## src/rtl/uart_rx_core.sv

```systemverilog
// UART receiver: oversampled start detect, 2-of-3 majority bit sampling, LSB-first data, optional parity, stop check.
// Define UART_RX_SYNC_EN to pass RX_IN through a 2-flop synchronizer before the FSM.
module uart_rx_core #(
  parameter int DATA_WIDTH = 8,
  parameter int PRESCALE_W = 6
) (
  input  logic                  clk,
  input  logic                  rst,
  input  logic                  RX_IN,
  input  logic                  PAR_EN,
  input  logic                  PAR_TYP,
  input  logic [PRESCALE_W-1:0] Prescale,
  output logic [DATA_WIDTH-1:0] P_DATA,
  output logic                  Data_Valid,
  output logic                  par_err,
  output logic                  stp_err
);
  localparam int CW = (DATA_WIDTH > 1) ? $clog2(DATA_WIDTH) : 1;
  localparam logic [PRESCALE_W-1:0] ONE      = PRESCALE_W'(1);
  localparam logic [PRESCALE_W-1:0] TWO      = PRESCALE_W'(2);
  localparam logic [CW-1:0]         BIT_LAST = CW'(DATA_WIDTH - 1);

  typedef enum logic [2:0] {IDLE, START, DATA, PARITY, STOP} state_t;

  function automatic logic [PRESCALE_W-1:0] legal_presc(input logic [PRESCALE_W-1:0] p);
    if (p == PRESCALE_W'(8) || p == PRESCALE_W'(16) || p == PRESCALE_W'(32))
      legal_presc = p;
    else
      legal_presc = PRESCALE_W'(8);
  endfunction

  function automatic logic majority(input logic [2:0] s);
    majority = (s[0] & s[1]) | (s[0] & s[2]) | (s[1] & s[2]);
  endfunction

  logic rx_s;
`ifdef UART_RX_SYNC_EN
  logic [1:0] sync_q, sync_d;
  always_comb sync_d = {sync_q[0], RX_IN};
  always_ff @(posedge clk or posedge rst) begin
    if (rst) sync_q <= 2'b11;
    else     sync_q <= sync_d;
  end
  assign rx_s = sync_q[1];
`else
  assign rx_s = RX_IN;
`endif

  state_t                  state_q, state_d;
  logic [PRESCALE_W-1:0]   edge_q, edge_d, presc_q, presc_d;
  logic [CW-1:0]           bit_q, bit_d;
  logic                    par_en_q, par_en_d, par_typ_q, par_typ_d;
  logic [2:0]              samp_q, samp_d;
  logic [DATA_WIDTH-1:0]   shift_q, shift_d, p_data_q, p_data_d;
  logic                    par_fail_q, par_fail_d;
  logic                    dv_q, dv_d, perr_q, perr_d, serr_q, serr_d;

  logic [PRESCALE_W-1:0]   half;
  logic                    bit_end, in_window, maj;

  assign half      = presc_q >> 1;
  assign bit_end   = (edge_q == presc_q - ONE);
  assign in_window = (edge_q == half - ONE) || (edge_q == half) || (edge_q == half + ONE);
  assign maj       = majority(samp_q);

  always_comb begin
    state_d    = state_q;
    edge_d     = edge_q;
    bit_d      = bit_q;
    presc_d    = presc_q;
    par_en_d   = par_en_q;
    par_typ_d  = par_typ_q;
    samp_d     = samp_q;
    shift_d    = shift_q;
    par_fail_d = par_fail_q;
    p_data_d   = p_data_q;
    dv_d       = 1'b0;
    perr_d     = 1'b0;
    serr_d     = 1'b0;

    if (state_q != IDLE) begin
      edge_d = bit_end ? '0 : edge_q + ONE;
      if (in_window) samp_d = {samp_q[1:0], rx_s};
    end

    case (state_q)
      IDLE: begin
        edge_d = '0;
        if (!rx_s) begin
          state_d    = START;
          presc_d    = legal_presc(Prescale);
          par_en_d   = PAR_EN;
          par_typ_d  = PAR_TYP;
          par_fail_d = 1'b0;
          bit_d      = '0;
        end
      end
      START: begin
        // A high majority right after the sample window means the low level was a glitch.
        if (edge_q == half + TWO && maj) begin
          state_d = IDLE;
          edge_d  = '0;
        end else if (bit_end) begin
          state_d = DATA;
        end
      end
      DATA: begin
        if (bit_end) begin
          shift_d = {maj, shift_q[DATA_WIDTH-1:1]};
          if (bit_q == BIT_LAST) begin
            bit_d   = '0;
            state_d = par_en_q ? PARITY : STOP;
          end else begin
            bit_d = bit_q + CW'(1);
          end
        end
      end
      PARITY: begin
        if (bit_end) begin
          par_fail_d = (maj != ((^shift_q) ^ par_typ_q));
          state_d    = STOP;
        end
      end
      STOP: begin
        if (bit_end) begin
          state_d = IDLE;
          if (!maj || par_fail_q) begin
            perr_d = par_fail_q;
            serr_d = !maj;
          end else begin
            dv_d     = 1'b1;
            p_data_d = shift_q;
          end
        end
      end
      default: state_d = IDLE;
    endcase
  end

  always_ff @(posedge clk or posedge rst) begin
    if (rst) begin
      state_q    <= IDLE;
      edge_q     <= '0;
      bit_q      <= '0;
      presc_q    <= PRESCALE_W'(8);
      par_en_q   <= 1'b0;
      par_typ_q  <= 1'b0;
      samp_q     <= '0;
      shift_q    <= '0;
      par_fail_q <= 1'b0;
      p_data_q   <= '0;
      dv_q       <= 1'b0;
      perr_q     <= 1'b0;
      serr_q     <= 1'b0;
    end else begin
      state_q    <= state_d;
      edge_q     <= edge_d;
      bit_q      <= bit_d;
      presc_q    <= presc_d;
      par_en_q   <= par_en_d;
      par_typ_q  <= par_typ_d;
      samp_q     <= samp_d;
      shift_q    <= shift_d;
      par_fail_q <= par_fail_d;
      p_data_q   <= p_data_d;
      dv_q       <= dv_d;
      perr_q     <= perr_d;
      serr_q     <= serr_d;
    end
  end

  assign P_DATA     = p_data_q;
  assign Data_Valid = dv_q;
  assign par_err    = perr_q;
  assign stp_err    = serr_q;
endmodule

```

## config.mk

```make
export PLATFORM = sky130hd
export DESIGN_NAME = uart_rx_core
export DESIGN_NICKNAME = d
export VERILOG_FILES = /design/src/rtl/uart_rx_core.sv
export SDC_FILE = /design/constraint.sdc
export NUM_CORES = 1
export LEC_CHECK = 0
export BUFFER_PORTS_ARGS = -buffer_cell sky130_fd_sc_hd__buf_2
export CORE_ASPECT_RATIO = 1.1
export CORE_MARGIN = 2
export CORE_UTILIZATION = 53
export DETAILED_ROUTE_END_ITERATION = 10
export PLACE_DENSITY_LB_ADDON = 0.15
export SYNTH_ARGS = -nofsm -noshare
export SYNTH_HDL_FRONTEND = slang
export SYNTH_SLANG_ARGS = --single-unit
```

## constraint.sdc

```tcl
create_clock -name clk -period 2.8 [get_ports clk]
set_input_delay 0.84 -clock clk [delete_from_list [all_inputs] [get_ports clk]]
set_output_delay 0.84 -clock clk [all_outputs]
set_load 0.02 [all_outputs]
```

* Word level (Yosys, flattened, before mapping)
Cells that the tools add are included.
Widths: inputs -> output; s select.
** Storage, ports and cells
- Register bits :: 43
- Input port bits :: 11
- Output and inout bits :: 11
- Word-level logic and storage cells :: 96
** Cells by class
- Add/subtract/negate cells :: 6
- Equality and inequality tests :: 20
- Mux-type cells :: 30
- Bitwise operators :: 8
- Reduce and logical (&&, ||, !) cells :: 19
** Operators with widths (count)
- $mux 3 :: 11
- $eq 6x6->1 :: 4
- $mux 6 :: 4
- $pmux 3 s5 :: 1
- $pmux 6 s2 :: 1
- $mux 1 :: 11
- $ne 2x2->1 const B :: 5
- $reduce_and 3->1 :: 3
- $reduce_xor 8->1 :: 1
- $add 5x1->6 const B :: 1
- $add 5x2->6 const B :: 1
- $add 6x1->6 const B :: 1
- $eq 3x2->1 const B :: 2
- $eq 3x3->1 const B :: 2
- $eq 6x4->1 const B :: 1
- $eq 6x5->1 :: 1
- $eq 6x5->1 const B :: 1
- $eq 6x6->1 const B :: 1
- $pmux 3 s2 :: 1
- $reduce_and 2->1 :: 3
- $reduce_and 6->1 :: 1
- $sub 5x1->6 const B :: 1
- $sub 6x1->6 const B :: 1
- $logic_or 1x1->1 :: 5
- 14 further kinds :: 19

* Longest topological paths before layout
Gate-level depths: netlist (run 1).
- Depth after elaboration :: 8
- Depth in mapped cells :: 10
- Mapped depth without buffers :: 8

* Worst setup path before layout (run 1)
OpenSTA, ideal clock, no wires.
- Path kind :: register -> register
- Start :: register presc_q[2]
- End :: register p_data_q[0], in the netlist P_DATA[0]
- Library setup time :: 0.125 ns
- Arrival time :: 2.211 ns
- Data required time :: 2.675 ns
- Path slack :: 0.464 ns
- Stages on the path, launching flop included :: 10
- Path buffers :: 1
- Clock period less this slack :: 2.336 ns
- Cells stage by stage :: dfrtp_1 > inv_1 > ha_1 > a21boi_2 > and3_2 > o2111ai_4 > nor2_4 > and4b_1 > buf_6 > mux2_2
** On the way
- Word-level cells in the longest chain between the ends :: 3
** Ends and longest elaborated chain
- start: declaration :: RTL line 50 : logic [PRESCALE_W-1:0] edge_q, edge_d, presc_q, presc_d;
- start signal: assignment :: RTL line 159 : presc_q <= presc_d;
- $sub 6x1->6 :: RTL line 62 : assign bit_end = (edge_q == presc_q - ONE);
- $eq 6x6->1 :: RTL line 62
- $reduce_and 3->1 (no source line)
- end signal: assignment :: RTL line 165 : p_data_q <= p_data_d;
- end: declaration :: RTL line 54 : logic [DATA_WIDTH-1:0] shift_q, shift_d, p_data_q, p_data_d;
Every way passes these cells.
A chain may end at the register's enable or synchronous reset.

* Worst setup path in the final report (run 1)
- Start :: register presc_q[2]
- End :: register p_data_q[4], in the netlist P_DATA[4]
The elaborated chain is that of the path after synthesis.

==> results.py, run 1 <==
metrics = {
    "power": {
        "combinationalPowerShare_pct": 50.3,
        "switching_share_pct": 41.5,
        "net-switching-power_mw": 1.22,
        "power_density_mw_per_mm2": 1050,
        "p_int_mw": 1.72,
        "clockPowerShare_pct": 16.5,
        "p_seq_share_pct": 33.2,
        "leakage_nw": 1.36,
        "ir_drop_v": 0.000493,
    },
    "logic_synthesis": {
        "post-synth-top-area-cell": "dfrtp_1",
        "synth_edf_count": 0,
        "netlist_instances": 240,
        "synth_common_cells": "dfrtp_1, nor2_1, xnor2_1",
        "synth-seq-area-share_pct": 42.6,
        "syn_avg_cell_area_sq_um": 10.5,
        "synth_top_area_share_pct": 41.5,
        "syn_area_sq_mm": 0.00253,
        "ys_warn_count": 0,
        "ys_ff_latch": 43,
        "yosys_most_used_dff": "dfrtp_1",
        "synth_cell_type_count": 55,
        "yosysMostFrequentCell": "dfrtp_1",
        "ys_top_cells_by_area": "dfrtp_1, mux2_2, xnor2_1",
        "ys_async_sr_fraction_pct": 100,
        "synth_nets": 261,
    },
    "routing": {
        "post_drt_via_cell_ratio": 5.51,
        "wl_mm": 4.78,
        "route.detailed.drc": 0,
        "ant_nets": 0,
        "vias": 1773,
        "wl_per_cell_microns": 14.8,
        "drt_iter0_drc": 67,
        "firstDrtPassIters": 4,
    },
    "worst_setup_path": {
        "cp-start-kind": "register",
        "worstReg2RegStart": "presc_q[2]",
        "path_class": "register to register",
        "crit_required_ns": 2.98,
        "reg2reg_slack_ns": 0.21,
        "crit_arrival_ns": 2.77,
        "setup.worst_path.end_class": "register",
        "rr_endpoint": "P_DATA[4]",
        "worstPathMaxFanout": 9,
        "worstRegToRegCells": 9,
    },
    "floorplan": {
        "core_sq_mm": 0.00462,
        "io_pins": 22,
        "num_rows": 26,
        "start_util_pct": 54.8,
        "die_w_microns": 69.9,
        "die_area_sq_mm": 0.00534,
        "die_y_microns": 76.5,
    },
    "clock_tree": {
        "root_buffer": "clkbuf_8",
        "clock_latency_ns": 0.30,
        "cts_tree": "done",
        "hold_buffers": 0,
        "cts.htree.levels": 2,
        "cts_buffer_depth": 2,
        "postCtsResizedCells": 0,
        "clkTransAtPathRegs_ns": 0.08,
        "numCtsBuffers": 5,
        "post_cts_buffers": 0,
        "numClockSinks": 43,
    },
    "global_routing": {
        "grt_first_pass_wirelength_mm": 8.37,
        "grt_max_degree": 44,
        "antenna_found_initial": 0,
        "grt_pass1_vias": 1794,
        "overflow": 0,
        "track_usage_pct": 19.7,
    },
    "sta": {
        "setup_tns_ns": 0,
        "final-hold-violation-count": 0,
        "maxSlewHeadroom_pct": 63.7,
        "fin_crit_ns": 2.59,
        "post-route-period-util_pct": 92.5,
        "rsz0062_at_grt": "no",
        "fin_skew_ns": 0.00606,
        "hold_slack_ns": 0.508,
        "clock.fmax_ghz": 0.386,
        "finalSetupViolCount": 0,
        "worst_slew_pin_slew_ns": 0.544,
        "drv_slew": 0,
    },
    "place": {
        "place_congestion": 0.879,
        "dp_hpwl_mm": 3.49,
        "io_buffers": 21,
    },
    "finish": {
        "syn_to_final_growth_pct": 10.5,
        "fillCellCount": 393,
        "drive_gt1_share_pct": 25.9,
        "regArea_sq_mm": 0.00108,
        "diodes": 0,
        "nets": 286,
        "multi_input_comb_area_sq_mm": 0.00136,
    },
    "flow_run": {
        "cap_violations": 0,
    },
    "min_path": {
        "whs_path_depth": 1,
        "hp-class": "register to register",
        "holdPathEnd": "P_DATA[1]",
        "min_from": "P_DATA[1]",
    },
    "status": {
        "outcome": "completed",
    },
}
[layout by cell type (no fill, tap or decap), drive strengths merged, types with 9 or more instances in the layout]
cell	netlist	final
xnor2	23	23
nor2	25	25
a21oi	9	9
nand2	21	21
xor2	12	12
dfrtp	42	42
buf	7	26
mux2	20	20
inv	10	9
ha	10	10
[how the worst max path moves through the flow]
stage                            to  cells after the start       start  slack (ns)
final                     P_DATA[4]                      9  presc_q[2]        0.21
after global routing      P_DATA[2]                      9  presc_q[2]        0.01
after CTS                 P_DATA[0]                      9  presc_q[2]        0.21
after detailed placement  P_DATA[0]                      9  presc_q[2]        0.23
after global placement    P_DATA[4]                      9  presc_q[2]        0.31
after floorplan           P_DATA[0]                      9  presc_q[2]        0.46
[layer usage]
layer / vias to the layer above / part of all wire [%] / global-route usage [%] / wire [microns]
met3: 9 / 2.9 / 3.84 / 140
met2: 25 / 49 / 32.2 / 2360
met5: - / 0 / 0 / 0
li1: 879 / - / - / -
met4: 0 / 1.8 / 7.88 / 86
met1: 860 / 46 / 25.7 / 2190
[stage by stage]
stage | cells | utilization (%) | instance area, sq um | worst slack [ns] | total power [mW]
floorplan | 240 | - | 2530 | 0.464 | 2.19
global placement | 314 | 58.1 | 2680 | 0.306 | 2.43
detailed placement | 314 | 58.1 | 2680 | 0.235 | 2.46
CTS | 322 | 60.5 | 2800 | 0.212 | 2.95
global route | 322 | 60.5 | 2800 | 0.0140 | 3.19
finish | 322 | 60.5 | 2800 | 0.211 | 2.93
[critical path: stages, from the launching register on]
cell and delay, ns:
dfrtp_1 0.44, inv_1 0.20, ha_1 0.28, a21boi_2 0.24
and3_2 0.23, o2111ai_4 0.16, nor2_4 0.20, and4b_1 0.20
buf_4 0.18, mux2_2 0.34
[state kept, by name (all words and copies together), names as in the netlist, 3 cells and up]
register / cells
bit_q: 3
presc_q: 6
shift_q: 8
P_DATA: 8
samp_q: 3
state_q: 3
edge_q: 6
[power by group through the flow]
stage               clock [mW]  sequential, mW  combinational (mW)
floorplan                    0           0.881                1.30
global placement             0           0.978                1.46
detailed placement           0           0.983                1.47
CTS                      0.498           0.970                1.48
global route             0.530           0.994                1.67
finish                   0.484           0.975                1.47
[logic make-up (layout without fill, tap and decap cells)]
logic type	after synthesis	after routing	synth area share, %
and+or+nand+nor	73	73	15.0
DFF	43	43	42.6
buffers and inverters	18	44	3.81
muxes	21	21	9.45
AOI/OAI and AO/OA	39	39	11.7
adders and majority gates	11	11	5.34
xor gates and xnor gates	35	35	12.1
[final cells by class]
class                   count  share of cell area [%]
multi-input cells         179                    48.5
flip-flops and latches     43                    38.5
repair buffers             26                    5.10
well taps                  56                    2.51
clock buffers               5                    2.46
clock inverters             3                    1.57
inverters                  10                    1.34
Note: power is estimated with default switching activity, not from simulation.
==> run 2, diff against run 1 <==
==> constraint.sdc (replaced) <==
create_clock -name clk -period 2.6 [get_ports clk]
set_input_delay 0.78 -clock clk [delete_from_list [all_inputs] [get_ports clk]]
set_output_delay 0.78 -clock clk [all_outputs]
set_load 0.02 [all_outputs]
==> run 2 against run 1 <==
Net effect: global-route usage increased by 1.4 points; critical path depth is 1 higher; clock skew is 0.0039 ns higher; highest routed layer unchanged.
==> results.py, run 2 (same netlist as run 1, synthesis figures left out) <==
metrics = {
    "worst_setup_path": {
        "worstReg2RegStart": "presc_q[2]",
        "path_class": "register to register",
        "worstPathMaxFanout": 8,
        "setup.worst_path.end_class": "register",
        "cp-start-kind": "register",
        "reg2reg_slack_ns": 0.12,
        "crit_arrival_ns": 2.66,
        "crit_start": "presc_q[2]",
        "rr_endpoint": "shift_q[2]",
        "crit_required_ns": 2.78,
        "worstRegToRegCells": 10,
    },
    "power": {
        "leakage_nw": 1.40,
        "ir_drop_v": 0.000562,
        "p_int_mw": 1.94,
        "combinationalPowerShare_pct": 51.0,
        "switching_share_pct": 40.7,
        "clockPowerShare_pct": 16.3,
        "p_seq_share_pct": 32.8,
        "net-switching-power_mw": 1.34,
        "power_density_mw_per_mm2": 1150,
    },
    "routing": {
        "vias": 1855,
        "drt_iter0_drc": 64,
        "wl_mm": 5.31,
        "firstDrtPassIters": 4,
        "post_drt_via_cell_ratio": 5.64,
        "route.detailed.drc": 0,
        "ant_nets": 0,
        "wl_per_cell_microns": 16.1,
    },
    "floorplan": {
        "die_w_microns": 69.9,
        "num_rows": 26,
        "io_pins": 22,
        "core_sq_mm": 0.00462,
        "start_util_pct": 54.8,
        "die_area_sq_mm": 0.00534,
        "die_y_microns": 76.5,
    },
    "clock_tree": {
        "numCtsBuffers": 5,
        "root_buffer": "clkbuf_8",
        "cts_buffer_depth": 2,
        "clkTransAtPathRegs_ns": 0.08,
        "numClockSinks": 43,
        "clock_latency_ns": 0.30,
        "cts_tree": "done",
        "cts.htree.levels": 2,
        "hold_buffers": 0,
    },
    "finish": {
        "fillCellCount": 405,
        "nets": 293,
        "diodes": 0,
        "final_util_pct": 61.8,
        "final_common_cell": "dfrtp_1",
        "final_cell_mix": "dfrtp_1, xnor2_1, nor2_1, buf_2, nand2_1",
        "syn_to_final_growth_pct": 12.9,
        "drive_gt1_share_pct": 28.9,
        "multi_input_comb_area_sq_mm": 0.00136,
        "regArea_sq_mm": 0.00108,
        "final_cells": 329,
    },
    "sta": {
        "final-hold-violation-count": 0,
        "worst_slew_pin_slew_ns": 0.777,
        "post-route-period-util_pct": 95.4,
        "clock.fmax_ghz": 0.403,
        "fin_crit_ns": 2.48,
        "fin_skew_ns": 0.00993,
        "maxSlewHeadroom_pct": 47.9,
        "finalSetupViolCount": 0,
        "drv_slew": 0,
        "setup_tns_ns": 0,
        "layout_setup_ws_ns": 0.119,
    },
    "global_routing": {
        "overflow": 0,
        "grt_pass1_vias": 1858,
        "track_usage_pct": 21.1,
        "grt_first_pass_wirelength_mm": 8.85,
        "grt_max_degree": 24,
        "antenna_found_initial": 0,
    },
    "min_path": {
        "holdPathEnd": "P_DATA[1]",
        "whs_path_depth": 1,
        "min_from": "P_DATA[1]",
        "hp-class": "register to register",
    },
    "status": {
        "outcome": "completed",
    },
    "place": {
        "io_buffers": 21,
        "placedCellCount": 318,
        "pre_cts_ws_ns": 0.0570,
        "dp_hpwl_mm": 3.91,
        "place_congestion": 0.882,
    },
    "flow_run": {
        "cap_violations": 0,
    },
}
-- run 2: how the worst max path moves through the flow --
stage	endpoint	slack (ns)	cells after the start
finish	shift_q[2]	0.12	10
global route	shift_q[2]	-0.0009	10
CTS	bit_q[0]	0.009	9
detailed placement	bit_q[0]	0.06	9
global placement	bit_q[0]	0.07	9
floorplan	P_DATA[0]	0.26	9
-- run 2: power by group through the flow --
| stage | combinational [mW] | clock (mW) | sequential, mW |
|---|---|---|---|
| global placement | 1.61 | 0 | 1.07 |
| floorplan | 1.41 | 0 | 0.949 |
| global route | 1.86 | 0.568 | 1.10 |
| finish | 1.67 | 0.533 | 1.07 |
| detailed placement | 1.64 | 0 | 1.08 |
| CTS | 1.66 | 0.543 | 1.07 |
-- run 2: metal layers --
metal | track usage (%) | wire, microns
met1 | 25.3 | 2190
met5 | 0 | 0
met3 | 3.44 | 183
met2 | 37.0 | 2800
met4 | 9.42 | 127
-- run 2: layout make-up --
class                   count  share of cell area (%)
multi-input cells         179                    47.5
inverters                  10                    1.31
clock inverters             2                    1.23
clock buffers               6                    2.89
repair buffers             33                    6.84
flip-flops and latches     43                    37.8
well taps                  56                    2.45
-- run 2: repair_timing --
item	CTS	global route
resized for setup	0	3
endpoints found under the setup margin	0	16
setup buffers	0	3
-- run 2: metrics by stage --
stage	area [sq um]	hold slack [ns]	power (mW)
3_3_place_gp	2710	0.485	2.68
5_1_grt	2860	0.529	3.53
4_1_cts	2830	0.514	3.27
3_5_place_dp	2710	0.495	2.72
6_report	2860	0.510	3.28
2_1_floorplan	2530	0.467	2.35
-- run 2: worst max-delay path, stage by stage, from the launching register on --
cell and delay [ns]:
dfrtp_1 0.45, inv_2 0.11, ha_1 0.20, a21boi_2 0.17, a21oi_1 0.25, o2111ai_4 0.18
buf_4 0.19, nor3_4 0.26, buf_4 0.18, nand2_4 0.09, mux2_2 0.28
==> run 3, diff against run 2 <==
--- a/config.mk
+++ b/config.mk
@@ -5,6 +5,7 @@
 export SDC_FILE = /design/constraint.sdc
 export NUM_CORES = 1
 export LEC_CHECK = 0
+export ABC_AREA = 1
 export BUFFER_PORTS_ARGS = -buffer_cell sky130_fd_sc_hd__buf_2
 export CORE_ASPECT_RATIO = 1.1
 export CORE_MARGIN = 2
==> run 3 against run 2 <==
Net effect: synthesized cell count is 63% higher; combinational power fell by 51%; highest routed layer unchanged; critical endpoint is now P_DATA[3]; first-iteration DRC count grew 110%; sequential power down 19%; largest cell class unchanged; final area is 5.8% higher; register-to-register slack improved by 0.31 ns; sequential share of layout area is 2.1 points lower; routed wire length grew 11%; critical path depth up 1; global-route usage grew 0.72 points; total power is 36% lower; worst hold slack got worse by 0.019 ns.
==> results.py, run 3 <==
metrics = {
    "status": {
        "outcome": "completed",
    },
    "place": {
        "place_congestion": 0.998,
        "dp_hpwl_mm": 4.63,
        "pre_cts_ws_ns": 0.427,
        "io_buffers": 21,
        "placedCellCount": 467,
    },
    "clock_tree": {
        "cts.htree.levels": 2,
        "postCtsResizedCells": 0,
        "numCtsBuffers": 5,
        "post_cts_buffers": 0,
        "cts_tree": "done",
        "clkTransAtPathRegs_ns": 0.08,
        "hold_buffers": 0,
        "root_buffer": "clkbuf_8",
        "numClockSinks": 43,
        "cts_buffer_depth": 2,
        "clock_latency_ns": 0.29,
    },
    "logic_synthesis": {
        "netlist_instances": 391,
        "synth-seq-area-share_pct": 38.7,
        "ys_top_cells_by_area": "dfrtp_1, nand2_1, inv_1",
        "post-synth-top-area-cell": "dfrtp_1",
        "synth_common_cells": "nand2_1, inv_1, dfrtp_1",
        "syn_area_sq_mm": 0.00279,
        "yosys_most_used_dff": "dfrtp_1",
        "ys_ff_latch": 43,
        "syn_avg_cell_area_sq_um": 7.13,
        "synth_cell_type_count": 30,
        "synth_top_area_share_pct": 37.7,
        "synth_edf_count": 0,
        "yosysMostFrequentCell": "nand2_1",
        "synth_nets": 412,
        "ys_warn_count": 0,
        "ys_async_sr_fraction_pct": 100,
    },
    "power": {
        "power_density_mw_per_mm2": 693,
        "leakage_nw": 1.75,
        "power.total_mw": 2.09,
        "ir_drop_v": 0.000452,
    },
    "worst_setup_path": {
        "crit_cells": 11,
        "crit_slowest_cell": "dfrtp_1",
        "path_cells": "inv_1, ha_1, nand3_2, inv_2, nand2_1, xor2_2, nand2_4, inv_6, nand4_4, o21ai_1, inv_1",
        "cp_slowest_stage_delay_ns": 0.47,
        "path_class": "register to register",
        "crit_buf_inv": 4,
        "crit_family": "simple AND/OR/NAND/NOR gates",
        "crit_arrival_ns": 2.37,
        "worstRegToRegCells": 11,
        "cpMostUsedCell": "inv_1",
        "worstPathMaxFanout": 16,
        "cp-start-kind": "register",
        "crit_required_ns": 2.79,
        "setup.worst_path.end_class": "register",
    },
    "sta": {
        "finalSetupViolCount": 0,
        "post-route-period-util_pct": 83.7,
        "rsz0062_at_grt": "no",
        "fin_skew_ns": 0.00672,
        "setup_tns_ns": 0,
        "worst_slew_pin_slew_ns": 1.12,
        "layout_setup_ws_ns": 0.424,
        "hold_slack_ns": 0.492,
        "maxSlewHeadroom_pct": 25.0,
        "clock.fmax_ghz": 0.460,
        "final-hold-violation-count": 0,
        "drv_slew": 0,
        "fin_crit_ns": 2.18,
    },
    "finish": {
        "diodes": 0,
        "final_common_cell": "nand2_1",
        "nets": 437,
        "drive_gt1_share_pct": 12.2,
        "final_cells": 475,
        "final_cell_mix": "nand2_1, inv_1, dfrtp_1, nor2_1, nand3_1",
        "syn_to_final_growth_pct": 8.40,
    },
    "global_routing": {
        "grt_first_pass_wirelength_mm": 9.83,
        "overflow": 0,
        "grt_max_degree": 33,
        "grt_pass1_vias": 2184,
        "antenna_found_initial": 0,
        "track_usage_pct": 21.8,
    },
    "routing": {
        "post_drt_via_cell_ratio": 4.97,
        "wl_per_cell_microns": 12.4,
        "route.detailed.drc": 0,
        "vias": 2363,
        "firstDrtPassIters": 5,
        "drt_iter0_drc": 135,
        "ant_nets": 0,
        "wl_mm": 5.88,
    },
    "flow_run": {
        "cap_violations": 0,
    },
    "floorplan": {
        "die_w_microns": 73.1,
        "die_y_microns": 80.0,
        "core_sq_mm": 0.00503,
        "start_util_pct": 55.4,
        "io_pins": 22,
        "die_area_sq_mm": 0.00585,
        "num_rows": 27,
    },
    "min_path": {
        "hp-class": "register to register",
        "whs_path_depth": 2,
    },
}
run 3: logic make-up (layout without fill, tap and decap cells):
| kind of cell | Yosys count | after routing | synth area share (%) |
|---|---|---|---|
| buffers and inverters | 74 | 100 | 11.2 |
| AO/OA/AOI/OAI | 32 | 32 | 5.97 |
| flip-flops | 43 | 43 | 38.7 |
| adder cells (fa/ha/maj) | 10 | 10 | 4.49 |
| AND/OR/NAND/NOR | 210 | 210 | 32.2 |
| XOR/XNOR | 22 | 22 | 7.45 |
run 3: final cells by class:
type,instances,area (sq um)
clock inverters,2,12.5
flip-flops and latches,43,1080
clock buffers,6,72.6
well taps,58,72.6
fillers,468,2010
multi-input cells,274,1400
repair buffers,24,128
inverters,68,260
run 3: power by group:
| group | switching [mW] | internal (mW) |
|---|---|---|
| Combinational | 0.553 | 0.259 |
| Sequential | 0.103 | 0.762 |
| Clock | 0.228 | 0.188 |
run 3: path summary, 6_finish.rpt:
path	startpoint	to	slack, ns
min in group asynchronous	rst	stp_err	0.62
setup / recovery	presc_q[2]	P_DATA[3]	0.42
hold reg to reg	bit_q[2]	bit_q[2]	0.49
setup reg to reg	presc_q[2]	P_DATA[3]	0.42
hold / removal	bit_q[2]	bit_q[2]	0.49
max in group asynchronous	rst	edge_q[2]	1.37
run 3: metrics by stage:
step | utilization, % | cell area (sq um)
floorplan | - | 2790
finish | 60.0 | 3020
detailed placement | 58.3 | 2940
global placement | 58.3 | 2940
CTS | 60.0 | 3020
global route | 60.0 | 3020
run 3: worst reg2reg max path, stage by stage, from the launching register on:
cell and delay, ns:
dfrtp_1 0.47, inv_1 0.21, ha_1 0.27, nand3_2 0.11, inv_2 0.07, nand2_1 0.08
xor2_2 0.18, nand2_4 0.11, inv_6 0.10, nand4_4 0.20, o21ai_1 0.21, inv_1 0.05
run 3: routing by layer:
metal	up-vias	share of wire, %	track usage (%)
li1	1241	-	-
met5	-	0	0
met2	46	50	37.5
met1	1068	45	27.7
met3	8	3.5	3.28
met4	0	1.5	7.22
